File: src/rtl/predecode_fifo.sv
// Instruction buffer between fetch and issue: each MIPS32 word is pre-decoded on push
// and stored with its class, GPR-write and exception bits so issue reads ready-made controls.
module predecode_fifo #(
    parameter int DEPTH            = 8,
    parameter bit PAIR_BRANCH_SLOT = 1'b1,
    parameter int CNT_W            = $clog2(DEPTH) + 1
) (
    input  logic             clk,
    input  logic             rst,
    input  logic             flush,
    input  logic             in_valid,
    output logic             in_ready,
    input  logic [31:0]      in_pc,
    input  logic [31:0]      in_inst,
    output logic             out_valid,
    input  logic             out_ready,
    output logic [31:0]      out_pc,
    output logic [31:0]      out_inst,
    output logic [5:0]       out_class,
    output logic             out_rf_we,
    output logic [4:0]       out_rf_waddr,
    output logic [3:0]       out_exc,
    output logic             out_slot_valid,
    output logic [CNT_W-1:0] count
);

    localparam int PTR_W = $clog2(DEPTH);

    localparam logic [5:0] CLS_ALU    = 6'b000001;
    localparam logic [5:0] CLS_BRANCH = 6'b000010;
    localparam logic [5:0] CLS_LOAD   = 6'b000100;
    localparam logic [5:0] CLS_STORE  = 6'b001000;
    localparam logic [5:0] CLS_HILO   = 6'b010000;
    localparam logic [5:0] CLS_CP0    = 6'b100000;

    typedef struct packed {
        logic [31:0] pc;
        logic [31:0] inst;
        logic [5:0]  cls;
        logic        rf_we;
        logic [4:0]  rf_waddr;
        logic [3:0]  exc;
    } entry_t;

    entry_t           mem [DEPTH];
    entry_t           in_ent;
    entry_t           head;
    logic [PTR_W-1:0] wr_ptr;
    logic [PTR_W-1:0] rd_ptr;
    logic [CNT_W-1:0] cnt;
    logic             push;
    logic             pop;
    logic             empty;
    logic             hold;

    logic [5:0] op;
    logic [4:0] rs;
    logic [4:0] rt;
    logic [4:0] rd;
    logic [5:0] fn;
    logic       invalid;

    assign op = in_inst[31:26];
    assign rs = in_inst[25:21];
    assign rt = in_inst[20:16];
    assign rd = in_inst[15:11];
    assign fn = in_inst[5:0];

    always_comb begin
        in_ent          = '0;
        in_ent.pc       = in_pc;
        in_ent.inst     = in_inst;
        invalid         = 1'b0;
        case (op)
            6'h00: begin
                case (fn)
                    6'h00, 6'h02, 6'h03, 6'h04, 6'h06, 6'h07,
                    6'h20, 6'h21, 6'h22, 6'h23, 6'h24, 6'h25,
                    6'h26, 6'h27, 6'h2a, 6'h2b: begin
                        in_ent.cls      = CLS_ALU;
                        in_ent.rf_we    = 1'b1;
                        in_ent.rf_waddr = rd;
                    end
                    6'h08: in_ent.cls = CLS_BRANCH;
                    6'h09: begin
                        in_ent.cls      = CLS_BRANCH;
                        in_ent.rf_we    = 1'b1;
                        in_ent.rf_waddr = 5'd31;
                    end
                    6'h0c: in_ent.exc[0] = 1'b1;
                    6'h0d: in_ent.exc[3] = 1'b1;
                    6'h10, 6'h12: begin
                        in_ent.cls      = CLS_HILO;
                        in_ent.rf_we    = 1'b1;
                        in_ent.rf_waddr = rd;
                    end
                    6'h11, 6'h13, 6'h18, 6'h19, 6'h1a, 6'h1b: in_ent.cls = CLS_HILO;
                    default: invalid = 1'b1;
                endcase
            end
            6'h01: begin
                case (rt)
                    5'h00, 5'h01: in_ent.cls = CLS_BRANCH;
                    5'h10, 5'h11: begin
                        in_ent.cls      = CLS_BRANCH;
                        in_ent.rf_we    = 1'b1;
                        in_ent.rf_waddr = 5'd31;
                    end
                    default: invalid = 1'b1;
                endcase
            end
            6'h02, 6'h04, 6'h05, 6'h06, 6'h07: in_ent.cls = CLS_BRANCH;
            6'h03: begin
                in_ent.cls      = CLS_BRANCH;
                in_ent.rf_we    = 1'b1;
                in_ent.rf_waddr = 5'd31;
            end
            6'h08, 6'h09, 6'h0a, 6'h0b, 6'h0c, 6'h0d, 6'h0e, 6'h0f: begin
                in_ent.cls      = CLS_ALU;
                in_ent.rf_we    = 1'b1;
                in_ent.rf_waddr = rt;
            end
            6'h10: begin
                if (rs == 5'h00) begin
                    in_ent.cls      = CLS_CP0;
                    in_ent.rf_we    = 1'b1;
                    in_ent.rf_waddr = rt;
                end else if (rs == 5'h04) begin
                    in_ent.cls = CLS_CP0;
                end else if (rs == 5'h10 && fn == 6'h18) begin
                    in_ent.cls    = CLS_CP0;
                    in_ent.exc[2] = 1'b1;
                end else begin
                    invalid = 1'b1;
                end
            end
            6'h1c: begin
                if (fn == 6'h02) begin
                    in_ent.cls      = CLS_HILO;
                    in_ent.rf_we    = 1'b1;
                    in_ent.rf_waddr = rd;
                end else begin
                    invalid = 1'b1;
                end
            end
            6'h20, 6'h21, 6'h23, 6'h24, 6'h25: begin
                in_ent.cls      = CLS_LOAD;
                in_ent.rf_we    = 1'b1;
                in_ent.rf_waddr = rt;
            end
            6'h28, 6'h29, 6'h2b: in_ent.cls = CLS_STORE;
            default: invalid = 1'b1;
        endcase
        in_ent.exc[1] = invalid;
    end

    assign head  = mem[rd_ptr];
    assign empty = (cnt == '0);
    // A lone branch at the head waits for its delay slot to be buffered.
    assign hold  = PAIR_BRANCH_SLOT & head.cls[1] & (cnt < CNT_W'(2));

    assign in_ready       = ~rst & (cnt != CNT_W'(DEPTH));
    assign out_valid      = ~empty & ~hold;
    assign out_slot_valid = (cnt >= CNT_W'(2));
    assign push           = in_valid & in_ready;
    assign pop            = out_valid & out_ready;
    assign count          = cnt;

    assign out_pc       = empty ? '0 : head.pc;
    assign out_inst     = empty ? '0 : head.inst;
    assign out_class    = empty ? '0 : head.cls;
    assign out_rf_we    = empty ? 1'b0 : head.rf_we;
    assign out_rf_waddr = empty ? '0 : head.rf_waddr;
    assign out_exc      = empty ? '0 : head.exc;

    always_ff @(posedge clk) begin
        if (rst) begin
            wr_ptr <= '0;
            rd_ptr <= '0;
            cnt    <= '0;
            for (int unsigned i = 0; i < DEPTH; i++) begin
                mem[PTR_W'(i)] <= '0;
            end
        end else if (flush) begin
            wr_ptr <= '0;
            rd_ptr <= '0;
            cnt    <= '0;
        end else begin
            if (push) begin
                mem[wr_ptr] <= in_ent;
                wr_ptr      <= wr_ptr + 1'b1;
            end
            if (pop) begin
                rd_ptr <= rd_ptr + 1'b1;
            end
            case ({push, pop})
                2'b10:   cnt <= cnt + 1'b1;
                2'b01:   cnt <= cnt - 1'b1;
                default: cnt <= cnt;
            endcase
        end
    end

endmodule

File: config.mk
export PLATFORM = sky130hd
export DESIGN_NAME = predecode_fifo
export DESIGN_NICKNAME = d
export VERILOG_FILES = /design/src/rtl/predecode_fifo.sv
export SDC_FILE = /design/constraint.sdc
export NUM_CORES = 1
export LEC_CHECK = 0
export BUFFER_PORTS_ARGS = -buffer_cell sky130_fd_sc_hd__buf_2
export CELL_PAD_IN_SITES_DETAIL_PLACEMENT = 1
export CELL_PAD_IN_SITES_GLOBAL_PLACEMENT = 2
export CORE_ASPECT_RATIO = 0.5
export CORE_MARGIN = 2
export CORE_UTILIZATION = 47
export CTS_BUF_LIST = sky130_fd_sc_hd__clkbuf_4 sky130_fd_sc_hd__clkbuf_8
export DETAILED_ROUTE_END_ITERATION = 16
export PLACE_DENSITY_LB_ADDON = 0.12
export SLEW_MARGIN = 0
export SYNTH_ARGS = -nofsm -noshare
export SYNTH_HDL_FRONTEND = slang
export SYNTH_SLANG_ARGS = --single-unit
File: constraint.sdc
create_clock -name clk -period 6.2 [get_ports clk]
set_clock_uncertainty 0.05 [all_clocks]
set_input_delay 1.86 -clock clk [delete_from_list [all_inputs] [get_ports clk]]
set_output_delay 1.86 -clock clk [all_outputs]
set_load 0.02 [all_outputs]
Yosys cells after proc, flatten, opt, wreduce, memory -nomap -nowiden

Memory sizes are Yosys's and may differ from the RTL's. A register that Yosys moved wholly into a read port is not among the register bits.
Index checks and enable logic that the tools add are counted.

RAM bits: 640
Register bits after elaboration: 10
Output and inout port bits: 87
Memories kept: 1

Reductions and logical operators: 22
Bitwise logic cells: 8
Muxes and demuxes: 44
Equal/unequal tests: 60
Magnitude comparators: 2
Add/subtract/negate cells: 4

Memories:

| memory | words | bits a word | read ports | clocked after memory_dff | wr ports | RTL line | RTL |
|---|---|---|---|---|---|---|---|
| mem    | 8     | 80          | 1          | 1                        | 8        | 45       | `entry_t mem [DEPTH];` |

Operators by type and width:

| kind                 | count |
|---|---|
| $eq A6 B6 Y1 const B | 18 |
| $mux W80             | 1 |
| $reduce_or A80 Y1    | 1 |
| $eq A6 B4 Y1 const B | 12 |
| $mux W32             | 2 |
| $eq A6 B5 Y1 const B | 10 |
| $pmux W6 S8          | 1 |
| $eq A6 B3 Y1 const B | 7 |
| $mux W6              | 6 |
| $pmux W6 S6          | 1 |
| $reduce_or A28 Y1    | 1 |
| $eq A6 B2 Y1 const B | 4 |
| $mux W1              | 22 |
| $reduce_or A22 Y1    | 1 |
| $reduce_or A18 Y1    | 1 |
| $reduce_or A16 Y1    | 1 |
| $reduce_or A8 Y1     | 2 |
| $eq A5 B5 Y1 const B | 3 |
| $pmux W5 S3          | 1 |
| $reduce_or A13 Y1    | 1 |
| $logic_not A6 Y1     | 2 |
| $pmux W6 S2          | 1 |
| $mux W11             | 1 |
| $logic_not A5 Y1     | 2 |
| other kinds (27)     | 38 |

Logic depth before layout (Yosys ltp)

Depth after elaboration: 9
Mapped depth: 13
Gate-level depth less buffers: 11

Worst setup path before layout

No wires, ideal clock.

Kind: input-to-reg
Start: input rst
End: memory mem[2][0] (netlist name), enable pin
Slack: 0.931 ns
Cell stages on the path: 9
Data required time: 5.709 ns
Buffers on the path: 3
Data arrival time: 4.778 ns
Path through: clkinv_1 > and3_1 > buf_6 > clkinv_2 > nor2_1 > buf_2 > nand2_2 > buf_4 > nand2_1

RTL lines:

| item        | RTL line | RTL |
|---|---|---|
| from (decl) | 9        | `input logic rst,` |
| to (decl)   | 45       |  |

==> flow_results.org <==
** Die
- After floorplanning, the core was sized to cover 61,700 sq um.
- Initial Util :: 0.479
- During I/O placement, the number of pins put on the boundary was 156.
- Die outline height :: 181 microns
- After floorplanning, the core was divided into 64 placement rows.
- The die covers 65,000 sq um.
- Width of the die :: 359 microns

** Critical path
- In this run the worst setup path terminates at out_pc[23].
- Critical path arrival :: 2.98 ns
- The largest single stage delay on the critical path is just over 0.7 ns.
- Worst path buffer plus inverter count :: 2
- STA classifies the critical path endpoint as an output port.
- Along the worst path, the maximum fanout reaches 51.
- Reg2reg path depth :: 12
- End of the worst register-to-register path :: count[3]
- Cell class contributing the biggest share of worst-path delay :: multiplexers
- Data on the critical path is required at its endpoint by approximately 4.3 ns.
- For this design, the slowest cell found on the critical path is sky130_fd_sc_hd__dfxtp_4.
- Logic depth of the worst setup path including buffers :: 5
- Critical path cell sequence :: buf_12, mux4_2, mux2i_1, nor2_1, buf_2
- Worst R2R Setup Slack :: roughly 2.7 ns
- The worst setup path is of the reg -> out kind.
- Critical path startpoint category :: register

** Timing
- Dividing the final minimum period by the clock period gives 0.789.
- Fmax :: a little over 200 MHz
- Setup repair after global routing left no endpoint under its margin.
- Final critical-path required period :: approximately 4.9 ns
- Slew HR :: 0.197
- The final count of pins violating max slew is 0.
- Final number of hold-violating endpoints :: 0
- Count of final setup violators :: 0
- Actual transition at the worst max-transition pin :: 1.20 ns
- Fin Setup TNS :: 0 ns

** Synth
- Cell type with the largest total area after synthesis :: sky130_fd_sc_hd__edfxtp_1
- After technology mapping, the gate count stands at 1,962.
- Mean instance size in the synthesized netlist :: ~15 sq um
- Count of distinct cell types in the synthesized netlist :: 60
- Sorting the synthesized cells by area gives the leading types as sky130_fd_sc_hd__edfxtp_1 (65%), sky130_fd_sc_hd__mux4_2 (12%), sky130_fd_sc_hd__and2_1 (7.0%), sky130_fd_sc_hd__nor2_1 (3.8%), sky130_fd_sc_hd__mux2i_1 (2.9%).
- Share of synthesized flip-flops with an asynchronous set or reset :: 0
- The most used flip-flop cell after synthesis is sky130_fd_sc_hd__edfxtp_1.
- In this run, synthesis produced a sequential element count of roughly 650.
- The synthesized netlist occupies a cell area of 29,600 sq um.
- Of the post-synthesis cell area, the dominant cell type holds 0.650.
- For this run, the number of Yosys warnings is 0.
- Share of synthesized area occupied by flip-flops and latches :: 0.659
- In this run, synthesis inferred 640 flip-flops with an integrated enable.
- When the netlist entered floorplanning its net count stood at between 2,000 and 2,500.

** Cells and area
- Count of filler cells inserted in the layout :: between 5,000 and 6,000
- Leaving out fill and tap cells, the most frequent cells in the layout are sky130_fd_sc_hd__edfxtp_1 (640), sky130_fd_sc_hd__and2_1 (332), sky130_fd_sc_hd__nor2_1 (298).
- Post-route design area :: 33,100 sq um
- Non-Filler Instances :: between 2,000 and 3,000
- Most frequent standard cell in the layout excluding fill and tap cells :: sky130_fd_sc_hd__edfxtp_1
- Compared with the post-synthesis result, the final layout area differs by 12.0%.
- For this run, the post-layout net count is between 2,000 and 2,500.
- In the final layout, the share of cells above drive strength 1 is 0.247.

** Routing
- Via-to-Cell Ratio :: 5.78
- The count of nets left with antenna violations once routing finished came out at 0.
- The final route contains 17,300 vias.
- The first detailed-routing pass took 5 iterations.
- After detailed routing, the total wire length is 79,600 microns.
- After the first detailed-routing iteration, the DRC count stood at 1,548.
- For this run, design rule violations remaining after detail routing come to 0.
- In the final routed layout, each cell accounts on average for approximately 27 microns.

** CTS
- Hold repair after CTS inserted 0 buffers.
- Number of buffers added for setup after CTS :: 0
- The H-tree was split into 3 levels.
- Number of buffers created by CTS :: 95
- Clock-pin slew was measured on the worst setup and hold paths at 0.07 ns.
- Clock latency of the later-clocked register in the worst-skew pair :: 0.67 ns
- Clock tree synthesis selected as its root buffer the cell sky130_fd_sc_hd__clkbuf_8.
- Clock Path Buffers :: 3
- TritonCTS built the clock tree.
- The clock drives 653 sinks.
- Once the clock tree was built, the resizer swapped 0 gates to a different size.

** Power and ir drop
- PwrDens :: 267 nW/um^2
- In this run the power spent charging and discharging nets is between 2 and 2.5 mW.
- The design draws 8.86 mW.
- Summed over all cells, the static leakage comes to roughly 12 nW.
- Worst supply voltage drop on vdd :: 0.144 mV
- Internal power :: 6.80 mW
- Of the total power, the share spent switching nets is 0.232.
- The share of total power dissipated in combinational logic is 0.056.
- Of the total power, the clock network draws 0.375.
- The share of total power dissipated in sequential elements is 0.569.

** Placed design
- Area after detailed placement :: between 30,000 and 40,000 sq um
- Buffers placed on the I/O ports in this run total 155.
- Routability-driven placement finished with a final weighted congestion of approximately 0.75.
- Detailed placer's ending HPWL :: 45,100 microns
- After detailed placement, the design holds a cell count of between 2,000 and 3,000.

** GRT
- Total global-route track usage :: 0.250
- The initial antenna violation count was 0.
- Entering global routing, the biggest net connects about 110 pins.
- After global routing the overflow that remains totals 0.
- The via count of the first global-routing pass is around 18,000.
- The first global-routing pass estimated 120,000 microns of wire.

** Run status
- Outcome :: finished, final reports clean

** Worst hold path
- Path type of the worst min-delay path :: reg -> reg

** Job
- Across the run, the number of max-cap violations was 0.
tightest hold or removal path, stage by stage (launching register included):
cell	delay (ns)
sky130_fd_sc_hd__dfxtp_1	0.31
sky130_fd_sc_hd__nand2_1	0.05
sky130_fd_sc_hd__mux2i_1	0.07
layout make-up:
cell class | count | area (sq um) | share of cell area
sequential | 653 | 19500 | 0.588
clock inverter | 34 | 151 | 0.00457
multi-input combinational | 1138 | 9450 | 0.285
tap | 825 | 1030 | 0.0312
antenna | 1 | 2.50 | 0.0000755
inverter | 15 | 57.6 | 0.00174
timing repair buffer | 202 | 1340 | 0.0405
clock buffer | 131 | 1600 | 0.0482
routing by layer:
layer | track usage | wire, microns
met5 | 0 | 0
met1 | 0.366 | 36700
met4 | 0.0518 | 1320
met2 | 0.402 | 38100
met3 | 0.0354 | 3410
state kept, by name, summed over array words and instances, names as in the netlist, named ones only:
| name | flops |
|---|---|
| count | 4 |
| mem | 640 |
| rd_ptr | 3 |
| wr_ptr | 3 |
how the worst min path moves through the flow:
stage | start | end | slack (ns) | cells after the start
after detailed placement | rd_ptr[2] | register | 0.42 | 2
final | rd_ptr[2] | register | 0.43 | 2
after global placement | rd_ptr[1] | register | 0.41 | 2
after global routing | rd_ptr[2] | register | 0.46 | 2
after CTS | rd_ptr[2] | register | 0.43 | 2
after floorplan | rd_ptr[2] | register | 0.40 | 2
power groups by stage:
stage | clock, mW | combinational, mW | sequential (mW)
finish | 3.32 | 0.495 | 5.04
global route | 3.57 | 0.533 | 5.05
CTS | 3.38 | 0.502 | 5.04
detailed placement | 0 | 0.501 | 5.13
global placement | 0 | 0.497 | 5.12
floorplan | 0 | 0.278 | 5.12
logic make-up after synthesis:
family,after synthesis,share of synthesized area
fa+ha+maj,6,0.00279
buf+inv,171,0.0255
flops,653,0.659
simple gates,833,0.149
compound gates,49,0.0124
mux,243,0.149
xor+xnor,7,0.00207
stage by stage:
| stage | hold slack, ns | util | worst slack [ns] |
|---|---|---|---|
| floorplan | 0.396 | - | 0.931 |
| global placement | 0.414 | 0.509 | 1.50 |
| detailed placement | 0.417 | 0.509 | 1.40 |
| CTS | 0.427 | 0.537 | 1.16 |
| global route | 0.457 | 0.537 | 1.08 |
| finish | 0.427 | 0.537 | 1.31 |
synthesized netlist by cell type (all sizes together) (5+ instances only):
cell    count
dfxtp      13
buf        51
mux2i      85
and2      333
clkinv     11
clkbuf    105
or3         5
mux4      158
edfxtp    640
nand3       8
and3      115
nand2      34
a21o        6
ha          5
o21ai       8
nor2      301
nor3        8
a221oi      5
a21oi      13
Power figures use the tool's default switching activity.
